--- src/rtl/network_tx_stage.sv ---
// Queues data-plus-tag words from the output stage and sends each one as a
// frame of flits on a valid/ready link. Each frame ends with an XOR parity flit.
//
// state  | meaning
// -------+----------------------------------------------------------
// IDLE   | no frame in flight; the head word is loaded once one is queued
// SEND   | data flits go out LSB first from the shift register
// PARITY | the parity flit is presented with link_last_out high
module network_tx_stage #(
    parameter int data_size  = 32,
    parameter int tag_size   = 8,
    parameter int flit_width = 8,
    parameter int fifo_depth = 4
) (
    input  logic                            clk,
    input  logic                            reset,
    input  logic                            network_data_ready_in,
    input  logic [data_size+tag_size-1:0]   ndt_in,
    input  logic                            link_ready_in,
    output logic                            link_valid_out,
    output logic [flit_width-1:0]           link_data_out,
    output logic                            link_last_out,
    output logic [$clog2(fifo_depth):0]     fifo_count_out,
    output logic                            overflow_out,
    output logic                            busy_out
);
    localparam int WORD_W    = data_size + tag_size;
    localparam int NUM_FLITS = WORD_W / flit_width;
    localparam int PTR_W     = $clog2(fifo_depth);
    localparam int CNT_W     = PTR_W + 1;
    localparam int IDX_W     = $clog2(NUM_FLITS + 1);
    localparam logic [IDX_W-1:0] LAST_IDX = IDX_W'(NUM_FLITS - 1);
    localparam logic [CNT_W-1:0] DEPTH    = CNT_W'(fifo_depth);

    typedef enum logic [1:0] {IDLE, SEND, PARITY} state_t;

    state_t                  state_q, state_d;
    logic [WORD_W-1:0]       shift_q, shift_d;
    logic [flit_width-1:0]   parity_q, parity_d;
    logic [IDX_W-1:0]        idx_q, idx_d;
    logic [WORD_W-1:0]       mem_q [fifo_depth];
    logic [WORD_W-1:0]       mem_d [fifo_depth];
    logic [PTR_W-1:0]        wr_ptr_q, wr_ptr_d;
    logic [PTR_W-1:0]        rd_ptr_q, rd_ptr_d;
    logic [CNT_W-1:0]        count_q, count_d;
    logic                    overflow_q, overflow_d;
    logic                    pop;
    logic                    push_ok;

    // Serializer next state; a pop happens whenever a word is loaded into the shift register.
    always_comb begin
        state_d  = state_q;
        shift_d  = shift_q;
        parity_d = parity_q;
        idx_d    = idx_q;
        pop      = 1'b0;
        case (state_q)
            IDLE: begin
                if (count_q != '0) begin
                    pop      = 1'b1;
                    shift_d  = mem_q[rd_ptr_q];
                    parity_d = '0;
                    idx_d    = '0;
                    state_d  = SEND;
                end
            end
            SEND: begin
                if (link_ready_in) begin
                    parity_d = parity_q ^ shift_q[flit_width-1:0];
                    shift_d  = shift_q >> flit_width;
                    idx_d    = idx_q + 1'b1;
                    if (idx_q == LAST_IDX) begin
                        state_d = PARITY;
                    end
                end
            end
            PARITY: begin
                if (link_ready_in) begin
                    if (count_q != '0) begin
                        // Chain straight into the next frame with no idle cycle.
                        pop      = 1'b1;
                        shift_d  = mem_q[rd_ptr_q];
                        parity_d = '0;
                        idx_d    = '0;
                        state_d  = SEND;
                    end else begin
                        state_d = IDLE;
                    end
                end
            end
            default: state_d = IDLE;
        endcase
    end

    // FIFO bookkeeping; a push into a full FIFO still succeeds when a pop frees a slot on the same edge.
    always_comb begin
        mem_d      = mem_q;
        push_ok    = network_data_ready_in && ((count_q < DEPTH) || pop);
        overflow_d = overflow_q || (network_data_ready_in && !push_ok);
        if (push_ok) begin
            mem_d[wr_ptr_q] = ndt_in;
        end
        wr_ptr_d = wr_ptr_q + PTR_W'(push_ok);
        rd_ptr_d = rd_ptr_q + PTR_W'(pop);
        count_d  = count_q + CNT_W'(push_ok) - CNT_W'(pop);
    end

    // State and storage registers.
    always_ff @(posedge clk or posedge reset) begin
        if (reset) begin
            state_q    <= IDLE;
            shift_q    <= '0;
            parity_q   <= '0;
            idx_q      <= '0;
            mem_q      <= '{default: '0};
            wr_ptr_q   <= '0;
            rd_ptr_q   <= '0;
            count_q    <= '0;
            overflow_q <= 1'b0;
        end else begin
            state_q    <= state_d;
            shift_q    <= shift_d;
            parity_q   <= parity_d;
            idx_q      <= idx_d;
            mem_q      <= mem_d;
            wr_ptr_q   <= wr_ptr_d;
            rd_ptr_q   <= rd_ptr_d;
            count_q    <= count_d;
            overflow_q <= overflow_d;
        end
    end

    // Outputs decoded only from registered state, so a stall holds them steady.
    always_comb begin
        link_valid_out = (state_q != IDLE);
        busy_out       = (state_q != IDLE);
        link_last_out  = (state_q == PARITY);
        fifo_count_out = count_q;
        overflow_out   = overflow_q;
        case (state_q)
            SEND:    link_data_out = shift_q[flit_width-1:0];
            PARITY:  link_data_out = parity_q;
            default: link_data_out = '0;
        endcase
    end

endmodule
--- config.mk ---
export PLATFORM = sky130hd
export DESIGN_NAME = network_tx_stage
export DESIGN_NICKNAME = d
export VERILOG_FILES = /design/src/rtl/network_tx_stage.sv
export SDC_FILE = /design/constraint.sdc
export NUM_CORES = 1
export LEC_CHECK = 0
export ABC_AREA = 1
export CAP_MARGIN = 20
export CORE_UTILIZATION = 45
export DETAILED_ROUTE_END_ITERATION = 8
export SLEW_MARGIN = 20
export SYNTH_ARGS = -nofsm -noshare
export SYNTH_HDL_FRONTEND = slang
export SYNTH_SLANG_ARGS = --single-unit
--- constraint.sdc ---
create_clock -name clk -period 16 [get_ports clk]
set_input_delay 3.2 -clock clk [delete_from_list [all_inputs] [get_ports clk]]
set_output_delay 3.2 -clock clk [all_outputs]
set_load 0.01 [all_outputs]
### Word level (Yosys, flattened, before mapping)

Index checks and enable logic that the tools add are counted.

* word-level logic and storage cells: 71
* flip-flop bits (word level): 221
* output and inout port bits: 15
* bits of input ports: 44

* $add $sub $neg: 5
* bitwise logic cells: 3
* equal/unequal tests: 7
* muxes and demuxes: 28
* $lt $le $gt $ge: 4
* reduce and logical (&&, ||, !) cells: 12

Operators with widths (count)
* two-way mux 40 bit: 6
* bitwise mux 160 bit: 1
* one-hot mux 40 bit (3 select lines): 1
* binary-select mux 40 bit (select 2 bit): 1
* demux 40 bit (select 2 bit): 1
* two-way mux 8 bit: 3
* one-hot mux 8 bit (3 select lines): 1
* one-hot mux 8 bit (2 select lines): 1
* two-way mux 3 bit: 3
* one-hot mux 3 bit (3 select lines): 1
* two-way mux 2 bit: 4
* != test 2 bit (second input constant): 4
* bitwise XOR 8 bit: 1
* >= comparator 3 bit (second input constant): 2
* inverter 2 -> 3 bit: 2
* one-hot mux 2 bit (3 select lines): 1
* nonzero test 3 bit: 2
* adder 2 x 1 -> 2 bit: 2
* AND reduction 4 bit: 1
* adder 3 x 1 -> 3 bit: 1
* adder 3 x 1 -> 3 bit (second input constant): 1
* equality test 3 bit (second input constant): 1
* logical AND 1 bit: 3
* less-than comparator 3 x 1 -> 1 bit (second input constant): 1
* 11 further kinds: 14

### Longest topological paths before layout

Gate-level depths: netlist (run 1).

* depth after elaboration: 9
* depth in mapped cells: 12
* mapped depth without buffers: 12

### Worst setup path after synthesis (run 1)

No wires, ideal clock.

* path kind: input -> register
* start point: in network_data_ready_in
* end point: reg count_q[2], in the netlist fifo_count_out[2]
* setup slack: 11.363 ns
* path buffers: 1
* cell stages on the path: 8
* data required time: 15.877 ns
* arrival: 4.515 ns
* library setup time: 0.123 ns
* cell sequence: clkbuf_1 nand2_1 ha_1 inv_1 ha_1 inv_1 fa_1 xnor2_1

* longest elaborated chain between the ends: 3

Ends and longest elaborated chain
* from (decl): line 17 `input logic network_data_ready_in,`
* logical AND 1 bit: line 98 `push_ok = network_data_ready_in && ((count_q < DEPTH) || pop);`
* adder 3 x 1 -> 3 bit: line 105 `count_d = count_q + CNT_W'(push_ok) - CNT_W'(pop);`
* subtractor 3 x 1 -> 3 bit: line 105
* via count_d[2]: line 45 `logic [CNT_W-1:0] count_q, count_d;`
* to (signal assigned): line 128 `count_q <= count_d;`
* to (decl): line 45

The timed path passes the listed nets, and every way through them passes these cells.
A chain may end at the register's enable or synchronous reset.

### Worst setup path after layout (run 1)

* start point: reg state_q[1]
* end point: out link_data_out[7]

* longest elaborated chain between the ends: 2
* elaborated cells between the ends (all ways): 3
* classes of those cells: 2 x eq/ne; 1 x mux

Ends and longest elaborated chain
* from (decl): line 37 `state_t state_q, state_d;`
* from (signal assigned): line 121 `state_q <= state_d;`
* equality test 2 bit or equality test 2 x 1 -> 1 bit (tied branches): line 140 `case (state_q)`
* one-hot mux 8 bit (2 select lines) (*): line 140
* to (decl): line 21 `output logic [flit_width-1:0] link_data_out,`

Every way passes the cells marked *; elsewhere a longest branch is shown, timed or not.

==> results by group, run 1 <==
Outcome
  – Run status: finished with violations
  – Violated checks: DRC

Clock network
  – Clk slew on worst S/H paths: 0.06 ns
  – CTS Buffer Depth: 3
  – Total CTS buffers: 25
  – Post-CTS setup buffer count: 0
  – Clk root buf: clkbuf_16
  – CTS tree: done
  – H-tree depth: 1
  – Sink Count: 221
  – Post_cts resized: 0
  – Clk_lat worst skew: 0.52 ns
  – Hold-fix buffers at CTS: 0

STA
  – Setup violators final: 0
  – Slew headroom: 30.5%
  – Crit path setup slack, layout: 10.17 ns
  – Final period util: 36.4%
  – Final Hold Fails: 0
  – Post-Route Skew: 0.00921 ns
  – Fin crit period: 5.83 ns
  – Slew @ Worst Pin: 1.04 ns
  – Slew Viols, Final: 0
  – TNS Setup: 0 ns
  – RSZ-0062 raised after global routing: no
  – Peak Freq: 172 MHz

GRT
  – Vias in the first global route: 7,764
  – GRT Residual Overflow: 0
  – First-pass GRT wire length: 40.8 mm
  – Total Routing Usage GR: 21.5%
  – Largest net degree at the start of global routing: 83
  – Initial antenna violation count: 0

Floorplanning
  – Core area: 0.0220 sq mm
  – Die X: 153 um
  – Cell Rows: 54
  – Die area: 0.0233 sq mm
  – IO Count: 59
  – Chip height: 153 um
  – Initial Utilization: 46.4%

Synth
  – Most frequent cell after synthesis: nand2_1
  – Synth area leader: dfrtp_1
  – Number of distinct library cells after synthesis: 25
  – Async SR Flop Fraction: 100%
  – Syn nets: 1,310
  – Synth Warn #: 0
  – Post-synthesis sequential area ratio: 54.2%
  – Top area cells in the synthesized netlist: dfrtp_1 (54%), nand2_1 (19%), o21ai_1 (8.3%)
  – Synth Instances: 1,255
  – Top cells by count, synth: nand2_1 (508), dfrtp_1 (221), o21ai_1 (170), nand3_1 (133), inv_1 (60)
  – Mean post-synth cell area: 8.14 sq um
  – Seq cells post-synth: 221
  – EDFF count, synth: 0
  – Post-Syn Area: 0.0102 sq mm
  – Ys flop type: dfrtp_1
  – Post-synth top area share: 54.2%

Critical path
  – Critical path endpoint category: output port
  – Critical Path Start Type: flop
  – Worst Path Buf+Inv: 2
  – Worst EP arrival: 2.63 ns
  – Crit-path cells: inv_1 -> ha_1 -> nand2_1 -> a21oi_1 -> clkdlybuf4s50_1
  – Setup CP Type: reg2out
  – Delay-heaviest family, CP: adder cells
  – CP max-delay cell: ha_1
  – Crit-path max FO: 23
  – Largest stage delay, worst path: 0.68 ns
  – CP Data Required Time: 12.80 ns

Detailed routing
  – Final WL: 23.9 mm
  – Vias post-DR: 7,950
  – Routed len/inst: 15.2 um
  – Vias/cell: 5.06
  – Antenna Nets Post-Route: 0
  – DR iter-0 viols: 551
  – Drt first pass iters: 7
  – DRC: 4

Flow run
  – MaxCap Viol Count: 0

Power and ir drop
  – LEAKAGE: 5.79 nW
  – Logic pwr share: 39.9%
  – Int Pwr: 0.00158 W
  – Peak supply drop: 0.107 mV
  – Switch Pwr: 0.00105 W
  – Switching Share: 39.9%
  – PD cells: 223 mW/mm^2
  – Clock group share of total power: 23.4%
  – Sequential share of power: 36.7%

Finish
  – Ratio of cells with drive above 1 in the final layout: 5.66%
  – Nets: 1,327
  – N_diodes: 0
  – Syn-to-layout area delta: 14.9%

Placement
  – IO buf count: 58
  – Final HPWL from detailed placement: 13.3 mm
  – GPL Wtd Cong: 0.744
  – Place WS: 9.92 ns

Hold path
  – Hold WC Path Type: reg2reg
per-stage QoR:
stage               hold slack [ns]  std cells  instance area (sq um)  power [W]  util, %
floorplan                     0.441       1255                  10200    0.00176        -
global placement              0.451       1525                  10800    0.00201     49.2
detailed placement            0.456       1525                  10800    0.00203     49.2
CTS                           0.470       1570                  11700    0.00266     53.3
global route                  0.483       1570                  11700    0.00287     53.3
finish                        0.462       1570                  11700    0.00262     53.3
power by group through the flow:
stage | Sequential [W] | Combinational [W] | Clock (W)
after floorplan | 0.000934 | 0.000827 | 0
after CTS | 0.000962 | 0.00107 | 0.000629
after detailed placement | 0.000968 | 0.00106 | 0
after global placement | 0.000964 | 0.00104 | 0
final | 0.000963 | 0.00105 | 0.000614
after global routing | 0.000995 | 0.00122 | 0.000652
layout make-up:
cell class / count / area [sq um]
Timing Repair Buffer: 70 / 671
Inverter: 63 / 245
Clock inverter: 10 / 153
Tap cell: 280 / 350
Fill cell: 2154 / 10300
Multi-Input combinational cell: 891 / 4040
Clock buffer: 35 / 743
Sequential cell: 221 / 5530
sequential cells by signal (all words and copies together), names as in the netlist:
register	cells
wr_ptr_q	2
idx_q	3
parity_q	8
overflow_out	1
rd_ptr_q	2
shift_q	40
state_q	2
fifo_count_out	3
mem_q	160
cells in the final DEF, fill, tap and decap left out, drive strengths merged:
cell type | netlist | final
clkinvlp | 0 | 1
a21oi | 9 | 9
ha | 10 | 10
clkbuf | 18 | 35
nor2 | 5 | 5
fa | 1 | 1
xnor2 | 2 | 2
inv | 63 | 62
clkinv | 0 | 6
nand3 | 138 | 138
buf | 62 | 12
bufinv | 0 | 4
clkdlybuf4s50 | 0 | 58
o21ai | 173 | 173
or2 | 32 | 32
dfrtp | 221 | 221
xor2 | 11 | 11
a31o | 1 | 1
nand2 | 509 | 509
routing by layer:
metal / up-vias / routed length (um) / track usage, %
li1: 4047 / - / -
met1: 3767 / 11600 / 31.0
met2: 103 / 11100 / 34.6
met3: 33 / 766 / 2.67
met4: 0 / 367 / 4.91
met5: - / 0 / 0
final timing paths:
kind                       cells past startpoint          from               end  slack (ns)
max                                            5    state_q[1]  link_data_out[7]       10.17
min                                            1  overflow_out      overflow_out        0.46
max reg2reg                                    8    state_q[0]         mem_q[41]       13.07
min reg2reg                                    1  overflow_out      overflow_out        0.46
max in group asynchronous                      4         reset       shift_q[21]       10.61
min in group asynchronous                      2         reset          mem_q[4]        3.14
logic make-up (layout without fill, tap and decap cells):
| group | Yosys count | after routing | synth area share, % |
|---|---|---|---|
| AND/OR/NAND/NOR | 684 | 684 | 28.0 |
| flip-flops | 221 | 221 | 54.2 |
| AO/OA/AOI/OAI | 183 | 183 | 9.04 |
| buffers and inverters | 143 | 178 | 6.31 |
| XOR/XNOR | 13 | 13 | 1.11 |
| adder cells (fa/ha/maj) | 11 | 11 | 1.42 |
No activity file was read; power rests on OpenSTA's default activity.
==> run 2, diff against run 1 <==
--- a/config.mk
+++ b/config.mk
@@ -9,6 +9,7 @@
 export CAP_MARGIN = 20
 export CORE_UTILIZATION = 45
 export DETAILED_ROUTE_END_ITERATION = 8
+export PLACE_DENSITY = 0.65
 export SLEW_MARGIN = 20
 export SYNTH_ARGS = -nofsm -noshare
 export SYNTH_HDL_FRONTEND = slang
==> constraint.sdc (replaced) <==
create_clock -name clk -period 4.9 [get_ports clk]
set_input_delay 0.98 -clock clk [delete_from_list [all_inputs] [get_ports clk]]
set_output_delay 0.98 -clock clk [all_outputs]
set_load 0.01 [all_outputs]
==> results by group, run 2 (synthesis results as in run 1) <==
Outcome
  – Run status: finished with violations
  – Violated checks: DRC

Floorplanning
  – Chip height: 153 um (unchanged)
  – Die area: 0.0233 sq mm (unchanged)
  – Core area: 0.0220 sq mm (unchanged)
  – Cell Rows: 54 (unchanged)
  – Die X: 153 um (unchanged)
  – IO Count: 59 (unchanged)
  – Initial Utilization: 46.4% (unchanged)

Clock network
  – CTS tree: done
  – H-tree depth: 1 (unchanged)
  – Sink Count: 221 (unchanged)
  – Clk slew on worst S/H paths: 0.06 ns (about the same)
  – Post-CTS setup buffer count: 0 (unchanged)
  – Post_cts resized: 0 (unchanged)
  – Clk_lat worst skew: 0.51 ns (about the same)
  – Total CTS buffers: 24 (-4.0%)
  – Clk root buf: clkbuf_16
  – Hold-fix buffers at CTS: 0 (unchanged)
  – CTS Buffer Depth: 3 (unchanged)

Finish
  – Nets: 1,330 (+0.23%)
  – N_diodes: 0 (unchanged)
  – Commonest non-fill, non-tap cell in the layout: nand2_1
  – Most frequent cells in the layout: nand2_1 (508), dfrtp_1 (220), o21ai_1 (170)
  – Syn-to-layout area delta: 14.1%
  – Layout fillers: 2,112 (-1.9%)
  – Non-Filler Instances: 1,570 (unchanged)
  – Max reg flops: 160 (unchanged)
  – Register name with the most flops: mem_q
  – Ratio of cells with drive above 1 in the final layout: 5.27% (-0.39 points)
  – Top flop regs: mem_q (160), shift_q (40), parity_q (8)

Critical path
  – Crit-path cells: inv_1 -> ha_1 -> nand2_1 -> a21oi_1 -> clkdlybuf4s50_1
  – Critical path endpoint category: output port
  – CP Data Required Time: 3.92 ns (-8.88 ns)
  – Worst Path Buf+Inv: 2 (unchanged)
  – Worst EP arrival: 2.57 ns (-0.06 ns)
  – CP max-delay cell: ha_1
  – Setup CP Type: reg2out
  – Largest stage delay, worst path: 0.68 ns (about the same)
  – Critical Path Start Type: flop
  – Delay-heaviest family, CP: adder cells
  – Crit-path max FO: 23 (unchanged)

Flow run
  – MaxCap Viol Count: 0 (unchanged)

GRT
  – Vias in the first global route: 7,943 (+2.3%)
  – GRT met1 Usage: 31.1% (+0.12 points)
  – Largest net degree at the start of global routing: 81 (-2.4%)
  – Initial antenna violation count: 0 (unchanged)
  – First-pass GRT wire length: 40.9 mm (+0.36%)
  – GRT Residual Overflow: 0 (unchanged)
  – GRT busiest layer: met2
  – Met2 Use GR: 34.2% (-0.48 points)
  – Met3 Use GR: 2.53% (-0.14 points)
  – Total Routing Usage GR: 21.5% (-0.035 points)

Hold path
  – Hold WC Path Type: reg2reg

STA
  – Slew headroom: 31.6% (+1.2 points)
  – Final Hold Fails: 0 (unchanged)
  – Setup violators final: 0 (unchanged)
  – Post-Route Skew: 0.00986 ns (+0.000646 ns)
  – Peak Freq: 282 MHz
  – RSZ-0062 raised after global routing: no
  – TNS Setup: 0 ns (unchanged)
  – Slew @ Worst Pin: 1.02 ns (-0.0178 ns)
  – Fin crit period: 3.55 ns
  – Final period util: 72.4%
  – Slew Viols, Final: 0 (unchanged)

Detailed routing
  – Antenna Nets Post-Route: 0 (unchanged)
  – DRC: 5 (+1)
  – Routed len/inst: 14.9 um (-2.1%)
  – Vias post-DR: 7,987 (+0.47%)
  – Vias/cell: 5.09 (+0.47%)
  – Drt first pass iters: 9 (+2)
  – DR iter-0 viols: 461 (-16%)
  – Final WL: 23.4 mm (-2.1%)

Placement
  – IO buf count: 58 (unchanged)
  – GPL Wtd Cong: 0.771 (+3.6%)
  – Final HPWL from detailed placement: 13.9 mm (+4.8%)
  – Placed Cells: 1,529 (+0.26%)

Power and ir drop
  – Peak supply drop: 0.298 mV (+180%)
  – LEAKAGE: 5.74 nW (-0.83%)
  – PD cells: 713 mW/mm^2 (+220%)
## run 2: per-stage QoR
stage | hold slack (ns) | utilization, % | instance area, sq um | power (W) | setup slack, ns
floorplan | 0.441 | - | 10200 | 0.00575 | 1.04
global placement | 0.452 | 49.4 | 10900 | 0.00653 | 1.96
detailed placement | 0.456 | 49.4 | 10900 | 0.00662 | 1.91
CTS | 0.470 | 52.9 | 11600 | 0.00840 | 1.36
global route | 0.496 | 52.9 | 11600 | 0.00910 | 1.21
finish | 0.469 | 52.9 | 11600 | 0.00831 | 1.35
## run 2: worst paths after layout
check                             startpoint                to  slack [ns]  cells past startpoint
worst max-delay path              state_q[1]  link_data_out[3]        1.35                      5
min in group asynchronous              reset          mem_q[4]        0.97                      2
worst min-delay path            overflow_out      overflow_out        0.47                      1
worst min register to register  overflow_out      overflow_out        0.47                      1
worst max register to register    state_q[1]       shift_q[31]        1.85                      6
max in group asynchronous              reset        mem_q[148]        2.89                      3
## run 2: cell type report
cell class / count / area (sq um) / area share [%]
clock buffers: 36 / 707 / 6.07
clock inverters: 5 / 50.0 / 0.430
inverters: 63 / 243 / 2.08
multi-input cells: 891 / 4040 / 34.7
flip-flops and latches: 221 / 5530 / 47.5
well taps: 280 / 350 / 3.01
repair buffers: 74 / 726 / 6.23
## run 2: worst register-to-register path, stage by stage (launching register included)
cell and delay [ns]:
dfrtp_1 0.42, inv_1 0.09, ha_1 0.68, clkinv_2 0.95, or2_2 0.64, nand3_1 0.09
nand2_1 0.06
## run 2: power by group
group	internal [W]	switching (W)
Clock	0.00104	0.000697
Combinational	0.00122	0.00220
Sequential	0.00268	0.000471
## run 2: per-layer routing
layer | up-vias | routed length, um
met5 | - | 0
met4 | 0 | 420
met3 | 37 | 992
met2 | 164 | 10600
met1 | 3732 | 11300
li1 | 4054 | -
==> run 3, diff against run 2 <==
--- a/config.mk
+++ b/config.mk
@@ -9,7 +9,6 @@
 export CAP_MARGIN = 20
 export CORE_UTILIZATION = 45
 export DETAILED_ROUTE_END_ITERATION = 8
-export PLACE_DENSITY = 0.65
 export SLEW_MARGIN = 20
 export SYNTH_ARGS = -nofsm -noshare
 export SYNTH_HDL_FRONTEND = slang
==> constraint.sdc (replaced) <==
create_clock -name clk -period 3.6 [get_ports clk]
set_input_delay 0.72 -clock clk [delete_from_list [all_inputs] [get_ports clk]]
set_output_delay 0.72 -clock clk [all_outputs]
set_load 0.01 [all_outputs]
==> results by group, run 3 (synthesis results as in run 1) <==
Finish
  – Non-Filler Instances: 1,580 (+0.64%)
  – Top flop regs: mem_q (160), shift_q (40), parity_q (8)
  – Commonest non-fill, non-tap cell in the layout: nand2_1
  – N_diodes: 0 (unchanged)
  – Register name with the most flops: mem_q
  – Syn-to-layout area delta: 16.1%
  – Nets: 1,336 (+0.45%)
  – Ratio of cells with drive above 1 in the final layout: 6.15% (+0.88 points)
  – Most frequent cells in the layout: nand2_1 (508), dfrtp_1 (220), o21ai_1 (170)
  – Max reg flops: 160 (unchanged)
  – Layout fillers: 2,065 (-2.2%)

STA
  – Slew Viols, Final: 0 (unchanged)
  – Peak Freq: 305 MHz
  – Fin crit period: 3.28 ns
  – Final period util: 91.0%
  – Post-Route Skew: 0.0117 ns (+0.00183 ns)
  – Final Hold Fails: 0 (unchanged)
  – Setup violators final: 0 (unchanged)
  – Slew headroom: 34.1% (+2.4 points)
  – Slew @ Worst Pin: 0.989 ns (-0.0341 ns)
  – Hold Slack: 0.468 ns (-0.000807 ns)
  – RSZ-0062 raised after global routing: no

Clock network
  – CTS tree: done
  – H-tree depth: 1 (unchanged)
  – Total CTS buffers: 25 (+4.2%)
  – CTS Buffer Depth: 3 (unchanged)
  – Clk_lat worst skew: 0.52 ns (about the same)
  – Clk root buf: clkbuf_16
  – Sink Count: 221 (unchanged)
  – Post_cts resized: 0 (unchanged)
  – Hold-fix buffers at CTS: 0 (unchanged)
  – Clk slew on worst S/H paths: 0.06 ns (about the same)
  – Post-CTS setup buffer count: 0 (unchanged)

GRT
  – Initial antenna violation count: 0 (unchanged)
  – Total Routing Usage GR: 21.4% (-0.024 points)
  – First-pass GRT wire length: 40.5 mm (-1.2%)
  – GRT Residual Overflow: 0 (unchanged)
  – Vias in the first global route: 7,686 (-3.2%)
  – Largest net degree at the start of global routing: 82 (+1.2%)

Placement
  – Final HPWL from detailed placement: 13.9 mm (+0.30%)
  – GPL Wtd Cong: 0.840 (+9.0%)
  – IO buf count: 58 (unchanged)
  – Placed Cells: 1,534 (+0.33%)

Floorplanning
  – IO Count: 59 (unchanged)
  – Chip height: 153 um (unchanged)
  – Initial Utilization: 46.4% (unchanged)
  – Die area: 0.0233 sq mm (unchanged)
  – Cell Rows: 54 (unchanged)
  – Core area: 0.0220 sq mm (unchanged)
  – Die X: 153 um (unchanged)

Critical path
  – Crit-path max FO: 23 (unchanged)
  – Reg2reg start: state_q[0]
  – Setup crit end: link_data_out[7]
  – R2R depth: 8 (+2)
  – Worst EP arrival: 2.56 ns (about the same)
  – Critical Path Start Type: flop
  – Crit path from: state_q[1]
  – R2r setup slk: 1.04 ns (-0.81 ns)
  – Setup CP Type: reg2out
  – Critical R2R Capture: mem_q[33]
  – CP Data Required Time: 2.88 ns (-1.04 ns)
  – Critical path endpoint category: output port

Detailed routing
  – Antenna Nets Post-Route: 0 (unchanged)
  – DR iter-0 viols: 421 (-8.7%)
  – Vias post-DR: 8,030 (+0.54%)
  – Vias/cell: 5.08 (about the same)
  – DRC: 6 (+1)
  – Final WL: 24.0 mm (+2.8%)
  – Drt first pass iters: 7 (-2)
  – Routed len/inst: 15.2 um (+2.1%)

Outcome
  – Violated checks: DRC
  – Run status: finished with violations

Power and ir drop
  – Peak supply drop: 0.575 mV (+93%)
  – LEAKAGE: 5.85 nW (+2.0%)
  – PD cells: 981 mW/mm^2 (+38%)

Flow run
  – MaxCap Viol Count: 0 (unchanged)

Hold path
  – Hold WC Path Type: reg2reg
==> run 3: critical path, stage by stage, from the launching register on <==
cell	delay [ns]
dfrtp_1	0.42
inv_1	0.10
ha_1	0.67
nand2_1	0.13
a21oi_1	0.17
clkdlybuf4s50_1	0.55
==> run 3: layout make-up <==
type | instances | area, sq um | area share (%)
clock buffers | 39 | 768 | 6.48
clock inverters | 7 | 88.8 | 0.749
inverters | 63 | 240 | 2.03
multi-input cells | 891 | 4040 | 34.1
flip-flops and latches | 221 | 5530 | 46.6
well taps | 280 | 350 | 2.95
repair buffers | 79 | 838 | 7.07
==> run 3: metrics by stage <==
step	instance area (sq um)	power, W	utilization, %	TNS, ns	worst slack, ns
final	11900	0.0116	53.8	0	0.323
after global routing	11900	0.0127	53.8	0	0.145
after CTS	11900	0.0118	53.8	0	0.283
after detailed placement	11000	0.00913	50.0	0	0.836
after global placement	11000	0.00903	50.0	0	0.893
after floorplan	10200	0.00783	-	-0.457	-0.00207
==> run 3: worst min-delay path by stage <==
stage,startpoint,endpoint,slack [ns],depth (start not counted)
after detailed placement,overflow_out,overflow_out,0.46,1
final,overflow_out,overflow_out,0.47,1
after global routing,overflow_out,overflow_out,0.49,1
after floorplan,shift_q[29],shift_q[29],0.44,2
after CTS,overflow_out,overflow_out,0.47,1
after global placement,overflow_out,overflow_out,0.45,1
==> run 3: routing by layer <==
layer	GRT usage [%]	part of all wire (%)	up-vias
li1	-	-	4058
met1	31.3	49	3780
met2	33.8	45	164
met3	2.65	4.1	28
met4	5.44	1.7	0
met5	0	0	-
==> run 3: power by group <==
group / internal, W / leakage [nW] / total (W) / switching, W
registers: 0.00364 / 2.77 / 0.00428 / 0.000641
logic: 0.00172 / 2.66 / 0.00475 / 0.00303
clock network: 0.00160 / 0.427 / 0.00260 / 0.00100
